<file path="src/rtl/fft_addr_seq_if.sv">
// Control and address bus between the FFT address sequencer and its surroundings
// (upstream control, FFT data memory, butterfly and twiddle ROM).
interface fft_addr_seq_if #(
    parameter int LOG2N = 12
);
    localparam int SW = $clog2(LOG2N + 1);
    localparam int LW = $clog2(LOG2N);

    logic             start;
    logic [SW-1:0]    log2_size;
    logic             stall;
    logic             busy;
    logic             done;
    logic [LW-1:0]    fft_level;
    logic [LOG2N-1:0] fft_raddra;
    logic [LOG2N-1:0] fft_raddrb;
    logic             fft_rd_valid;
    logic [LOG2N-2:0] twiddle_addr;
    logic [LOG2N-1:0] fft_waddra;
    logic [LOG2N-1:0] fft_waddrb;
    logic             fft_wea;
    logic             fft_web;
    logic             fft_data_valid;

    modport master (
        input  start, log2_size, stall,
        output busy, done, fft_level, fft_raddra, fft_raddrb, fft_rd_valid,
               twiddle_addr, fft_waddra, fft_waddrb, fft_wea, fft_web, fft_data_valid
    );

    modport slave (
        output start, log2_size, stall,
        input  busy, done, fft_level, fft_raddra, fft_raddrb, fft_rd_valid,
               twiddle_addr, fft_waddra, fft_waddrb, fft_wea, fft_web, fft_data_valid
    );
endinterface

</file>
<file path="src/rtl/fft_addr_seq.sv">
// In-place radix-2 FFT address sequencer: walks all levels of one run-time-sized
// transform, issuing read/twiddle addresses and write addresses delayed by the butterfly latency.
module fft_addr_seq #(
    parameter int LOG2N        = 12,
    parameter int BFLY_LATENCY = 7
) (
    input  logic           clk,
    input  logic           reset,
    fft_addr_seq_if.master bus
);
    localparam int SW  = $clog2(LOG2N + 1);
    localparam int LW  = $clog2(LOG2N);
    localparam int CW  = LOG2N - 1;
    localparam int LAT = BFLY_LATENCY;

    typedef enum logic [1:0] {IDLE, RUN, DRAIN} state_t;

    state_t           state_q, state_d;
    logic [SW-1:0]    m_q, m_d;
    logic [LW-1:0]    level_q, level_d;
    logic [CW-1:0]    count_q, count_d;
    logic             done_q, done_d;
    logic [LOG2N-1:0] wa_q [LAT];
    logic [LOG2N-1:0] wa_d [LAT];
    logic [LOG2N-1:0] wb_q [LAT];
    logic [LOG2N-1:0] wb_d [LAT];
    logic [LAT-1:0]   vld_q, vld_d;

    logic             rd_valid;
    logic [LOG2N-1:0] raddra, raddrb;
    logic [CW-1:0]    twiddle;
    logic [CW-1:0]    last_count;
    logic             drain_ok;
    int               m_i, l_i;

    function automatic logic [SW-1:0] clamp_size(input logic [SW-1:0] req);
        if (int'(req) < 2) return SW'(2);
        if (int'(req) > LOG2N) return SW'(LOG2N);
        return req;
    endfunction

    // Rotate left by l within the low m bits; bits at and above m stay zero.
    function automatic logic [LOG2N-1:0] rotl_m(input logic [LOG2N-1:0] v, input int m, input int l);
        logic [2*LOG2N-1:0] w;
        logic [LOG2N-1:0]   lo, hi;
        w  = {{LOG2N{1'b0}}, v} << l;
        lo = w[LOG2N-1:0] & ({LOG2N{1'b1}} >> (LOG2N - m));
        hi = LOG2N'(w >> m);
        return lo | hi;
    endfunction

    // Keep the top L bits of the (M-1)-bit count, then scale into the full-size ROM.
    function automatic logic [CW-1:0] twiddle_of(input logic [CW-1:0] cnt, input int m, input int l);
        logic [CW-1:0] low;
        low = {CW{1'b1}} >> (CW - (m - 1 - l));
        return (cnt & ~low) << (LOG2N - m);
    endfunction

    always_comb begin
        m_i        = int'(m_q);
        l_i        = int'(level_q);
        last_count = {CW{1'b1}} >> (CW - (m_i - 1));
        rd_valid   = 1'b0;
        raddra     = '0;
        raddrb     = '0;
        twiddle    = '0;
        if (state_q == RUN) begin
            raddra   = rotl_m({count_q, 1'b0}, m_i, l_i);
            raddrb   = rotl_m({count_q, 1'b1}, m_i, l_i);
            twiddle  = twiddle_of(count_q, m_i, l_i);
            rd_valid = !bus.stall;
        end
    end

    // Write pipeline shifts every cycle; stalled or idle cycles enter as bubbles.
    always_comb begin
        vld_d[0] = rd_valid;
        wa_d[0]  = raddra;
        wb_d[0]  = raddrb;
        for (int i = 1; i < LAT; i++) begin
            vld_d[i] = vld_q[i-1];
            wa_d[i]  = wa_q[i-1];
            wb_d[i]  = wb_q[i-1];
        end
    end

    // Pipeline is empty after this edge when only the last stage may still hold a write.
    always_comb begin
        drain_ok = 1'b1;
        for (int i = 0; i < LAT - 1; i++) begin
            if (vld_q[i]) drain_ok = 1'b0;
        end
    end

    always_comb begin
        state_d = state_q;
        m_d     = m_q;
        level_d = level_q;
        count_d = count_q;
        done_d  = 1'b0;
        case (state_q)
            IDLE: begin
                if (bus.start) begin
                    state_d = RUN;
                    m_d     = clamp_size(bus.log2_size);
                    level_d = '0;
                    count_d = '0;
                end
            end
            RUN: begin
                if (!bus.stall) begin
                    if (count_q == last_count) begin
                        state_d = DRAIN;
                    end else begin
                        count_d = count_q + 1'b1;
                    end
                end
            end
            DRAIN: begin
                if (drain_ok) begin
                    if (l_i == m_i - 1) begin
                        done_d  = 1'b1;
                        state_d = IDLE;
                    end else begin
                        level_d = level_q + 1'b1;
                        count_d = '0;
                        state_d = RUN;
                    end
                end
            end
            default: state_d = IDLE;
        endcase
    end

    always_ff @(posedge clk or posedge reset) begin
        if (reset) begin
            state_q <= IDLE;
            m_q     <= SW'(2);
            level_q <= '0;
            count_q <= '0;
            done_q  <= 1'b0;
            vld_q   <= '0;
            for (int i = 0; i < LAT; i++) begin
                wa_q[i] <= '0;
                wb_q[i] <= '0;
            end
        end else begin
            state_q <= state_d;
            m_q     <= m_d;
            level_q <= level_d;
            count_q <= count_d;
            done_q  <= done_d;
            vld_q   <= vld_d;
            wa_q    <= wa_d;
            wb_q    <= wb_d;
        end
    end

    assign bus.busy           = (state_q != IDLE);
    assign bus.done           = done_q;
    assign bus.fft_level      = level_q;
    assign bus.fft_raddra     = raddra;
    assign bus.fft_raddrb     = raddrb;
    assign bus.fft_rd_valid   = rd_valid;
    assign bus.twiddle_addr   = twiddle;
    assign bus.fft_waddra     = wa_q[LAT-1];
    assign bus.fft_waddrb     = wb_q[LAT-1];
    assign bus.fft_wea        = vld_q[LAT-1];
    assign bus.fft_web        = vld_q[LAT-1];
    assign bus.fft_data_valid = vld_q[LAT-1];
endmodule

</file>
<file path="src/flat_wrapper.sv">
// flat-port wrapper written by rule: the top's interface ports become plain ports
module fft_addr_seq_flat 
#(
    parameter int LOG2N        = 12,
    parameter int BFLY_LATENCY = 7
)
  (clk, reset, bus_start, bus_log2_size, bus_stall, bus_busy, bus_done, bus_fft_level, bus_fft_raddra, bus_fft_raddrb, bus_fft_rd_valid, bus_twiddle_addr, bus_fft_waddra, bus_fft_waddrb, bus_fft_wea, bus_fft_web, bus_fft_data_valid);
  fft_addr_seq_if #(.LOG2N(LOG2N)) bus_i ();
  input  logic clk;
  input  logic reset;
  input wire logic [$bits(bus_i.start)-1:0] bus_start;
  input wire logic [$bits(bus_i.log2_size)-1:0] bus_log2_size;
  input wire logic [$bits(bus_i.stall)-1:0] bus_stall;
  output wire logic [$bits(bus_i.busy)-1:0] bus_busy;
  output wire logic [$bits(bus_i.done)-1:0] bus_done;
  output wire logic [$bits(bus_i.fft_level)-1:0] bus_fft_level;
  output wire logic [$bits(bus_i.fft_raddra)-1:0] bus_fft_raddra;
  output wire logic [$bits(bus_i.fft_raddrb)-1:0] bus_fft_raddrb;
  output wire logic [$bits(bus_i.fft_rd_valid)-1:0] bus_fft_rd_valid;
  output wire logic [$bits(bus_i.twiddle_addr)-1:0] bus_twiddle_addr;
  output wire logic [$bits(bus_i.fft_waddra)-1:0] bus_fft_waddra;
  output wire logic [$bits(bus_i.fft_waddrb)-1:0] bus_fft_waddrb;
  output wire logic [$bits(bus_i.fft_wea)-1:0] bus_fft_wea;
  output wire logic [$bits(bus_i.fft_web)-1:0] bus_fft_web;
  output wire logic [$bits(bus_i.fft_data_valid)-1:0] bus_fft_data_valid;
  assign bus_i.start = bus_start;
  assign bus_i.log2_size = bus_log2_size;
  assign bus_i.stall = bus_stall;
  assign bus_busy = bus_i.busy;
  assign bus_done = bus_i.done;
  assign bus_fft_level = bus_i.fft_level;
  assign bus_fft_raddra = bus_i.fft_raddra;
  assign bus_fft_raddrb = bus_i.fft_raddrb;
  assign bus_fft_rd_valid = bus_i.fft_rd_valid;
  assign bus_twiddle_addr = bus_i.twiddle_addr;
  assign bus_fft_waddra = bus_i.fft_waddra;
  assign bus_fft_waddrb = bus_i.fft_waddrb;
  assign bus_fft_wea = bus_i.fft_wea;
  assign bus_fft_web = bus_i.fft_web;
  assign bus_fft_data_valid = bus_i.fft_data_valid;
  fft_addr_seq #(.LOG2N(LOG2N), .BFLY_LATENCY(BFLY_LATENCY)) u_core (.clk(clk), .reset(reset), .bus(bus_i));
endmodule
</file>
<file path="config.mk">
export PLATFORM = sky130hd
export DESIGN_NAME = fft_addr_seq_flat
export DESIGN_NICKNAME = d
export VERILOG_FILES = /design/src/rtl/fft_addr_seq_if.sv /design/src/rtl/fft_addr_seq.sv /design/src/flat_wrapper.sv
export SDC_FILE = /design/constraint.sdc
export NUM_CORES = 1
export LEC_CHECK = 0
export ABC_AREA = 0
export CORE_UTILIZATION = 55
export DETAILED_ROUTE_END_ITERATION = 8
export DONT_BUFFER_PORTS = 1
export PLACE_DENSITY = 0.7
export SLEW_MARGIN = 20
export SYNTH_ARGS = -nofsm -noshare
export SYNTH_HDL_FRONTEND = slang
export SYNTH_SLANG_ARGS = --single-unit
</file>
<file path="constraint.sdc">
create_clock -name clk -period 7.18 [get_ports clk]
set_clock_uncertainty 0.05 [all_clocks]
set_input_delay 1.436 -clock clk [delete_from_list [all_inputs] [get_ports clk]]
set_output_delay 1.436 -clock clk [all_outputs]
set_load 0.005 [all_outputs]
</file>
==> results of run 1 <==
-- metal layers --
layer	share of wire, %	track usage [%]	vias up
met5	0	0	-
met4	5.8	19.47	0
met3	9.1	7.837	91
met2	45	46.41	435
met1	40	39.75	3810
li1	-	-	3512
-- worst max-delay path by stage --
stage / to / startpoint / slack (ns)
2_1_floorplan: bus_twiddle_addr[10] / u_core.m_q[0] / 0.03
3_3_place_gp: bus_twiddle_addr[10] / u_core.m_q[1] / 0.71
3_5_place_dp: bus_twiddle_addr[10] / u_core.m_q[1] / 0.60
4_1_cts: bus_twiddle_addr[10] / u_core.m_q[1] / 0.11
5_1_grt: bus_twiddle_addr[8] / u_core.m_q[1] / -0.01
6_report: bus_twiddle_addr[9] / u_core.m_q[1] / 0.32
-- layout make-up --
type	instances	area, um2
inverter	23	93.84
multi-input combinational	671	4576
tap	229	286.5
clock inverter	14	168.9
clock buffer	18	439.2
fill	1513	7269
timing repair buffer	26	198.9
sequential	197	4931
-- cell usage in the layout (no fill, tap or decap), types with 16 or more instances in the layout --
cell	netlist	routed
dfrtp_1	196	196
ha_1	16	16
nand3_1	27	27
buf_4	27	25
o22ai_1	22	22
mux2i_1	46	46
nor2_1	73	73
nand2_1	95	95
o21ai_0	41	40
inv_1	20	19
clkbuf_16	0	17
a31oi_1	20	20
mux2_2	17	17
nor3_1	31	30
a21oi_1	45	44
-- flip-flops by register name (all words and copies together) (netlist names) --
register and cells:
u_core.bus.done 1, u_core.count_q 11, u_core.state_q 2, u_core.wa_d 72
u_core.wb_d 72, u_core.vld_q 7, u_core.bus.fft_level 4, u_core.bus.fft_waddrb 12
u_core.m_q 4, u_core.bus.fft_waddra 12
-- logic make-up after synthesis --
group | after synthesis | synth area share (%)
AO/OA/AOI/OAI | 258 | 17.52
XOR/XNOR | 11 | 0.9578
adder cells (fa/ha/maj) | 17 | 2.189
buffers and inverters | 124 | 5.895
flip-flops | 197 | 49.02
multiplexers | 76 | 9.390
AND/OR/NAND/NOR | 309 | 15.03
-- metrics by stage --
| step | hold slack, ns | instances |
|---|---|---|
| 2_1_floorplan | 0.2812 | 992 |
| 3_3_place_gp | 0.2815 | 1146 |
| 3_5_place_dp | 0.2847 | 1146 |
| 4_1_cts | 0.2910 | 1178 |
| 5_1_grt | 0.2933 | 1178 |
| 6_report | 0.2900 | 1178 |
-- repair_timing --
action	4_1_cts	5_1_grt
endpoints found under the hold margin	0	0
setup endpoints to repair	0	9
gates resized for setup	0	10
==> reports/qor.csv, run 1 <==
stage;metric;value;unit
worst_setup_path;cp_top_family;simple AND/OR/NAND/NOR gates;
synth;synth_top_area_share;48.76;%
global_routing;first_global_vias;7209;
sta;fin_crit;6.862;ns
worst_setup_path;crit_cells;21;
synth;synth_nets;1017;
route;drtIter0Drc;739;
final_layout;area_delta_synth_final;6.306;%
synth;synth_edf_count;0;
flow_run;maxCapViolations;0;
final_layout;num_antenna_cells;0;
global_routing;grt_overflow;0;
floorplanning;die_width;137.2;um
synth;synth_area_leaders;dfrtp_1 49%, mux2i_1 4.6%, nand2_1 3.5%, mux4_2 2.9%, nor2_1 2.7%;
synth;synth_top_cell_by_area;dfrtp_1;
outcome;status;complete, no violations;
place;gp_congestion;1.010;
final_layout;final_core_utilization;59.53;%
place;io_buffers;0;
synth;netlist_instances;992;
sta;drv_slew;0;
floorplanning;ios;77;
cts;cts_buffer_depth;2;
worst_hold_path;hold_end;u_core.bus.fft_waddrb[3];
cts;clock_sinks;197;
route;route.detailed.drc;0;
route;drt-total-wl;27800;um
worst_setup_path;end_kind;output port;
final_layout;drive_above_1_share;11.91;%
synth;ys_types;82;
place;place.detailed.hpwl;19450;um
floorplanning;start_util;56.00;%
worst_hold_path;min_path_type;flip-flop to flip-flop;
worst_setup_path;cp_cell_sequence;inv_1 > buf_4 > ha_1 > inv_1 > ha_1 > nor2b_1 > o21a_1 > nor2_1 > xnor2_1 > ha_1 > nor2_1 > nand2_1 > ha_1 > or4b_2 > nor4_4 > nand4_1 > buf_4 > o31ai_1 > o21ai_0 > a31oi_1 > o22ai_1;
place;post-place-ws;0.5963;ns
cts;cts-root-buf;clkbuf_16;
floorplanning;die-area;0.01883;mm2
synth;ys_seq_area_share;49.02;%
cts;cts_setup_buffers;0;
sta;setup_tns;0;ns
global_routing;grt_usage;30.86;%
floorplanning;die_h;137.2;um
synth;ys.flop_type;dfrtp_1;
sta;setup_slack;0.3181;ns
synth;yosys_warnings;0;
floorplanning;rows;49;
worst_setup_path;crit_path_frequent_cell;ha_1;
synth;synth-async-reset-ratio;100.0;%
worst_hold_path;hold_depth;0;
sta;setup_viol;0;
synth;synth_top_cells_by_count;196 x dfrtp_1, 95 x nand2_1, 73 x nor2_1;
cts;h-tree-depth;4;
global_routing;grt_pass1_wl;42710;um
synth;yosys_register_bits;197;
cts;cts_buffers;17;
global_routing;antenna_found_initial;0;
worst_setup_path;slowest_delay;0.70;ns
worst_setup_path;crit_path_start_kind;flip-flop;
sta;slew_headroom;35.64;%
cts;cts_tree;done;
worst_setup_path;slowest_stage;or4b_2;
route;ant_nets;0;
worst_setup_path;r2r_cells;14;
worst_setup_path;crit_required;5.69;ns
synth;yosysMostFrequentCell;dfrtp_1;
route;via_per_inst;6.662;
sta;final-hold-violation-count;0;
route;drtPass1Iterations;6;
place;dpl-instance-area;0.01004;mm2
worst_setup_path;critPathBufInv;4;
worst_setup_path;cp_max_fo;24;
final_layout;fin_area;0.01069;mm2
synth;syn-cell-area;0.01006;mm2
worst_setup_path;r2r-end;u_core.count_q[5];
worst_setup_path;reg2reg_setup_slack;2.68;ns
worst_setup_path;r2r_start;u_core.m_q[1];
sta;tightestPinTransition;0.9596;ns
worst_setup_path;crit_arrival;5.38;ns
worst_setup_path;path_class;flip-flop to output port;
sta;finalCritPeriodShare;95.57;%
cts;clock_latency;0.45;ns
floorplanning;core;0.01796;mm2
final_layout;nNetsFinal;961;
cts;path_clk_slew;0.08;ns
worst_hold_path;hp-start;u_core.wb_d[3];
cts;cts_hold_buffers;0;
route;via_count;7848;
sta;clock.fmax;0.1457;GHz
global_routing;grt_max_degree;108;
route;wl_per_cell;23.60;um
synth;avgSynthCellArea;10.14;um2
Power of run 1 is not shown: default switching activity piles up to over one toggle a cycle in this logic, so the estimate is an artifact.
==> run 2, diff against run 1 <==
Settings changed: CORE_MARGIN from default to 3.
==> run 2 against run 1 <==
Design area down 0.12%. Flip-flop and latch count unchanged. Sequential share of layout area up 0.054 points. Core utilization up 1.2 points. Non-clock buffer count unchanged. Setup slack better by 0.086 ns. Worst hold slack better by 0.0032 ns. Critical endpoint is now bus_twiddle_addr[10].
==> reports/qor.csv, run 2 (synthesis gave the netlist of run 1 again) <==
stage;metric;value;unit;change
place;place.detailed.hpwl;19000;um;-2.3%
final_layout;layout_commonest_cell;dfrtp_1;;
global_routing;antenna_found_initial;4;;+4
worst_setup_path;r2r_start;u_core.m_q[1];;
worst_setup_path;slowest_stage;or4b_2;;
cts;path_clk_slew;0.08;ns;about the same
outcome;status;complete, no violations;;
cts;cts_setup_buffers;0;;unchanged
sta;tightestPinTransition;1.090;ns;+0.1306 ns
route;drt-total-wl;27670;um;-0.46%
worst_setup_path;r2r-end;u_core.count_q[8];;
worst_setup_path;setup.worst_path.start;u_core.m_q[1];;
global_routing;grt_pass1_wl;44030;um;+3.1%
worst_setup_path;crit_path_frequent_cell;ha_1;;
sta;clock.fmax;0.1476;GHz;+1.3%
worst_setup_path;r2r_cells;14;;unchanged
sta;fin_crit;6.776;ns;-0.08604 ns
floorplanning;die-area;0.01995;mm2;+5.9%
sta;final-hold-violation-count;0;;unchanged
cts;cts-root-buf;clkbuf_16;;
final_layout;drive_above_1_share;11.59;%;-0.32 points
global_routing;grt_usage;28.56;%;-2.3 points
cts;clock_sinks;197;;unchanged
worst_setup_path;crit_arrival;5.29;ns;-0.09 ns
worst_setup_path;endpoint;bus_twiddle_addr[10];;
floorplanning;core;0.01760;mm2;-2.0%
route;via_per_inst;6.736;;+1.1%
worst_setup_path;cp_cell_sequence;inv_1 > ha_1 > xnor2_1 > clkinv_1 > ha_1 > o21a_1 > nor2_1 > xnor2_1 > ha_1 > nor2_1 > nand2_1 > ha_1 > or4b_2 > nor4_2 > nand4_1 > buf_4 > o311ai_0 > o21ai_1 > a2111oi_1 > nor4_1;;
sta;setup_slack;0.4041;ns;+0.08604 ns
sta;setup_viol;0;;unchanged
route;route.detailed.drc;0;;unchanged
sta;drv_slew;0;;unchanged
global_routing;grt_overflow;0;;unchanged
route;via_count;7915;;+0.85%
worst_setup_path;end_kind;output port;;
place;io_buffers;0;;unchanged
flow_run;maxCapViolations;0;;unchanged
worst_setup_path;slowest_delay;0.67;ns;-0.03 ns
worst_setup_path;cp_max_fo;11;;-54%
route;drtIter0Drc;956;;+29%
floorplanning;die_width;141.2;um;+2.9%
floorplanning;start_util;57.17;%;+1.2 points
route;wl_per_cell;23.55;um;-0.21%
place;post-place-ws;0.6424;ns;+0.04616 ns
final_layout;final_core_utilization;60.70;%;+1.2 points
worst_setup_path;reg2reg_setup_slack;2.63;ns;-0.05 ns
sta;whs;0.2932;ns;+0.003205 ns
route;ant_nets;0;;unchanged
cts;cts_tree;done;;
place;gp_congestion;1.018;;+0.72%
sta;finalCritPeriodShare;94.37;%;-1.2 points
floorplanning;rows;48;;-2.0%
cts;h-tree-depth;4;;unchanged
route;drtPass1Iterations;5;;-1
final_layout;nNetsFinal;961;;unchanged
worst_hold_path;min_path_type;flip-flop to flip-flop;;
cts;cts_hold_buffers;0;;unchanged
worst_setup_path;crit_path_start_kind;flip-flop;;
cts;cts_buffer_depth;2;;unchanged
floorplanning;die_h;141.2;um;+2.9%
final_layout;fillers;1460;;-3.5%
global_routing;grt_max_degree;115;;+6.5%
final_layout;final_cell_mix;196 x dfrtp_1, 95 x nand2_1, 73 x nor2_1;;
cts;post_cts_resized;0;;unchanged
cts;clock_latency;0.44;ns;about the same
final_layout;area_delta_synth_final;6.182;%;
floorplanning;ios;77;;unchanged
cts;cts_buffers;17;;unchanged
global_routing;first_global_vias;7574;;+5.1%
worst_setup_path;path_class;flip-flop to output port;;
sta;slew_headroom;26.83;%;-8.8 points
worst_setup_path;crit_required;5.69;ns;about the same
run 2: cell count changes in the layout (fill, tap and decap cells not counted), sizes merged:
cell,delta
diode,+1
bufinv,+1
inv,-1
clkinvlp,+1
clkbuf,-1
run 2: metal layers:
layer / share of wire [%] / routed length [um] / vias up / global-route usage (%)
met5: 0.12 / 33 / - / 0
li1: - / - / 3504 / -
met3: 11 / 3015 / 102 / 9.159
met4: 5.2 / 1431 / 4 / 14.23
met2: 45 / 12490 / 483 / 42.79
met1: 39 / 10710 / 3822 / 37.55
run 2: through the flow:
| stage | std cells | instance area, um2 | setup TNS, ns |
|---|---|---|---|
| 3_3_place_gp | 1141 | 10030 | 0 |
| 5_1_grt | 1174 | 10680 | -0.002442 |
| 3_5_place_dp | 1141 | 10030 | 0 |
| 4_1_cts | 1173 | 10640 | 0 |
| 6_report | 1175 | 10680 | 0 |
| 2_1_floorplan | 992 | 10060 | 0 |
run 2: layout make-up:
cell class	count	area [um2]	area share, %
clock buffers	17	425.4	3.983
well taps	225	281.5	2.636
repair buffers	26	215.2	2.015
inverters	23	93.84	0.8785
diodes	1	2.502	0.02343
multi-input cells	671	4551	42.60
flip-flops and latches	197	4931	46.16
clock inverters	15	181.4	1.698
run 2: worst max-delay path: cells and delay by family, from the launching register on:
kind	cells	cell delay [ns]
AO/OA/AOI/OAI	4	1.04
buffers and inverters	3	0.39
flip-flops	1	0.53
adder cells (fa/ha/maj)	4	1.01
XOR/XNOR	2	0.38
AND/OR/NAND/NOR	7	1.51
run 2: worst min-delay path by stage:
stage                               endpoint  cells past startpoint       startpoint
floorplan           u_core.bus.fft_waddra[0]                      0   u_core.wa_d[0]
global placement             u_core.wb_d[56]                      0  u_core.wb_d[68]
detailed placement  u_core.bus.fft_waddra[1]                      0   u_core.wa_d[1]
finish                       u_core.wa_d[15]                      0  u_core.wa_d[27]
global route                 u_core.wb_d[16]                      0  u_core.wb_d[28]
CTS                          u_core.wb_d[16]                      0  u_core.wb_d[28]
Power of run 2 is left out for the same reason.
==> run 3, diff against run 2 <==
Settings changed: CTS_BUF_LIST from default to sky130_fd_sc_hd__clkbuf_4 sky130_fd_sc_hd__clkbuf_8.
==> run 3 against run 2 <==
Wire length fell by 0.44%. Die area unchanged. Worst hold slack got worse by 0.0028 ns. Sequential share of layout area increased by 0.80 points. Register-to-register slack about the same. Via count is essentially flat. Critical path type unchanged. Core utilization decreased by 1.0 points. First-iteration DRC count grew 4.8%. Design area shrank 1.7%. Fmax is 0.20% lower.
==> reports/qor.csv, run 3 (synthesis gave the netlist of run 1 again) <==
stage;metric;value;unit;change
outcome;status;complete, no violations;;
floorplanning;die_width;141.2;um;unchanged
route;route.detailed.drc;0;;unchanged
worst_setup_path;cp_cell_sequence;inv_1 > ha_1 > xnor2_2 > clkinv_1 > ha_1 > o21a_1 > nor2_1 > xnor2_1 > ha_1 > nor2_1 > nand2_1 > ha_1 > or4b_2 > nor4_2 > nand4_1 > buf_4 > o311ai_0 > o21ai_1 > a2111oi_1 > nor4_1;;
global_routing;grt_overflow;0;;unchanged
cts;cts_buffers;17;;unchanged
cts;h-tree-depth;4;;unchanged
route;via_count;7922;;+0.088%
route;drtIter0Drc;1002;;+4.8%
sta;tightestPinTransition;0.9632;ns;-0.1270 ns
global_routing;antenna_found_initial;4;;unchanged
final_layout;area_delta_synth_final;4.378;%;
worst_setup_path;crit_path_frequent_cell;ha_1;;
route;drtPass1Iterations;7;;+2
final_layout;nNetsFinal;961;;unchanged
sta;rsz0062_at_grt;false;;
cts;cts_setup_buffers;0;;unchanged
floorplanning;start_util;57.17;%;unchanged
floorplanning;die-area;0.01995;mm2;unchanged
floorplanning;core;0.01760;mm2;unchanged
final_layout;fillers;1488;;+1.9%
cts;cts-root-buf;clkbuf_8;;
place;place.detailed.hpwl;19000;um;unchanged
route;drt-total-wl;27550;um;-0.44%
floorplanning;ios;77;;unchanged
floorplanning;die_h;141.2;um;unchanged
global_routing;grt_max_degree;115;;unchanged
worst_setup_path;path_class;flip-flop to output port;;
sta;setup_viol;0;;unchanged
final_layout;register_area;0.004931;mm2;unchanged
sta;setup_tns;0;ns;unchanged
worst_hold_path;min_path_type;flip-flop to flip-flop;;
worst_setup_path;crit_arrival;5.30;ns;about the same
sta;clock.fmax;0.1473;GHz;-0.20%
global_routing;first_global_vias;7494;;-1.1%
final_layout;drive_above_1_share;11.70;%;+0.11 points
global_routing;grt_pass1_wl;43780;um;-0.56%
place;gp_congestion;1.018;;unchanged
floorplanning;rows;48;;unchanged
worst_setup_path;crit_required;5.69;ns;about the same
cts;path_clk_slew;0.12;ns;+0.04 ns
worst_setup_path;crit_path_start_kind;flip-flop;;
sta;drv_slew;0;;unchanged
worst_setup_path;cp_max_fo;11;;unchanged
final_layout;multiInputGateArea;0.004558;mm2;+0.17%
sta;slew_headroom;35.35;%;+8.5 points
final_layout;final_cell_mix;196 x dfrtp_1, 95 x nand2_1, 73 x nor2_1;;
worst_setup_path;slowest_stage;or4b_2;;
cts;clock_latency;0.48;ns;+0.04 ns
cts;cts_buffer_depth;2;;unchanged
route;ant_nets;0;;unchanged
sta;finalCritPeriodShare;94.56;%;+0.19 points
route;wl_per_cell;23.43;um;-0.52%
flow_run;maxCapViolations;0;;unchanged
cts;cts_tree;done;;
place;io_buffers;0;;unchanged
final_layout;layout_commonest_cell;dfrtp_1;;
route;via_per_inst;6.736;;about the same
worst_setup_path;slowest_delay;0.67;ns;about the same
worst_setup_path;end_kind;output port;;
sta;final-hold-violation-count;0;;unchanged
sta;fin_crit;6.789;ns;+0.01350 ns
cts;clock_sinks;197;;unchanged
global_routing;grt_usage;28.40;%;-0.15 points
run 3: cell types whose count changed in the layout (fill, tap and decap cells not counted):
cell and change:
clkbuf_16 -17, clkbuf_8 +17, diode_2 +1, xnor2_1 -1
xnor2_2 +1
run 3: critical path: cells and delay by family, from the launching register on:
family / cells / cell delay, ns
and+or+nand+nor: 7 / 1.51
DFF: 1 / 0.54
AOI/OAI and AO/OA: 4 / 1.03
buffers and inverters: 3 / 0.38
xor gates and xnor gates: 2 / 0.35
adders and majority gates: 4 / 1.02
run 3: worst paths after layout:
check	from	to	slack, ns	depth (start not counted)
max	u_core.m_q[1]	bus_twiddle_addr[10]	0.39	20
min	u_core.wa_d[27]	u_core.wa_d[15]	0.29	0
max reg2reg	u_core.m_q[1]	u_core.count_q[8]	2.64	14
min reg2reg	u_core.wa_d[27]	u_core.wa_d[15]	0.29	0
max in group asynchronous	reset	u_core.wb_d[27]	5.00	3
min in group asynchronous	reset	u_core.wb_d[32]	0.89	1
run 3: area by class of cell:
class | instances | area share [%]
flip-flops and latches | 197 | 46.96
diodes | 2 | 0.04766
inverters | 23 | 0.8937
multi-input cells | 671 | 43.41
repair buffers | 26 | 2.050
clock buffers | 17 | 2.228
well taps | 225 | 2.681
clock inverters | 15 | 1.728
run 3: timing repair:
| action | 4_1_cts | 5_1_grt |
|---|---|---|
| setup endpoints to repair | 0 | 9 |
| hold buffers | 0 | 0 |
| resized for setup | 0 | 7 |
run 3: metal layers:
layer  GRT usage [%]  part of all wire (%)
met5               0                 0.058
met4           14.02                   5.8
met3           8.853                    12
met2           42.44                    44
met1           37.67                    38
run 3: stage by stage:
step                      util (%)  area [um2]  instances  hold slack, ns  setup slack (ns)
after global routing         59.64       10500       1174          0.2963          0.009544
after floorplan                  -       10060        992          0.2812           0.03029
final                        59.67       10500       1176          0.2904            0.3906
after detailed placement     57.00       10030       1141          0.2847            0.6424
after CTS                    59.36       10450       1173          0.2985           0.07517
after global placement       57.00       10030       1141          0.2811            0.7342
Power of run 3 is left out for the same reason.
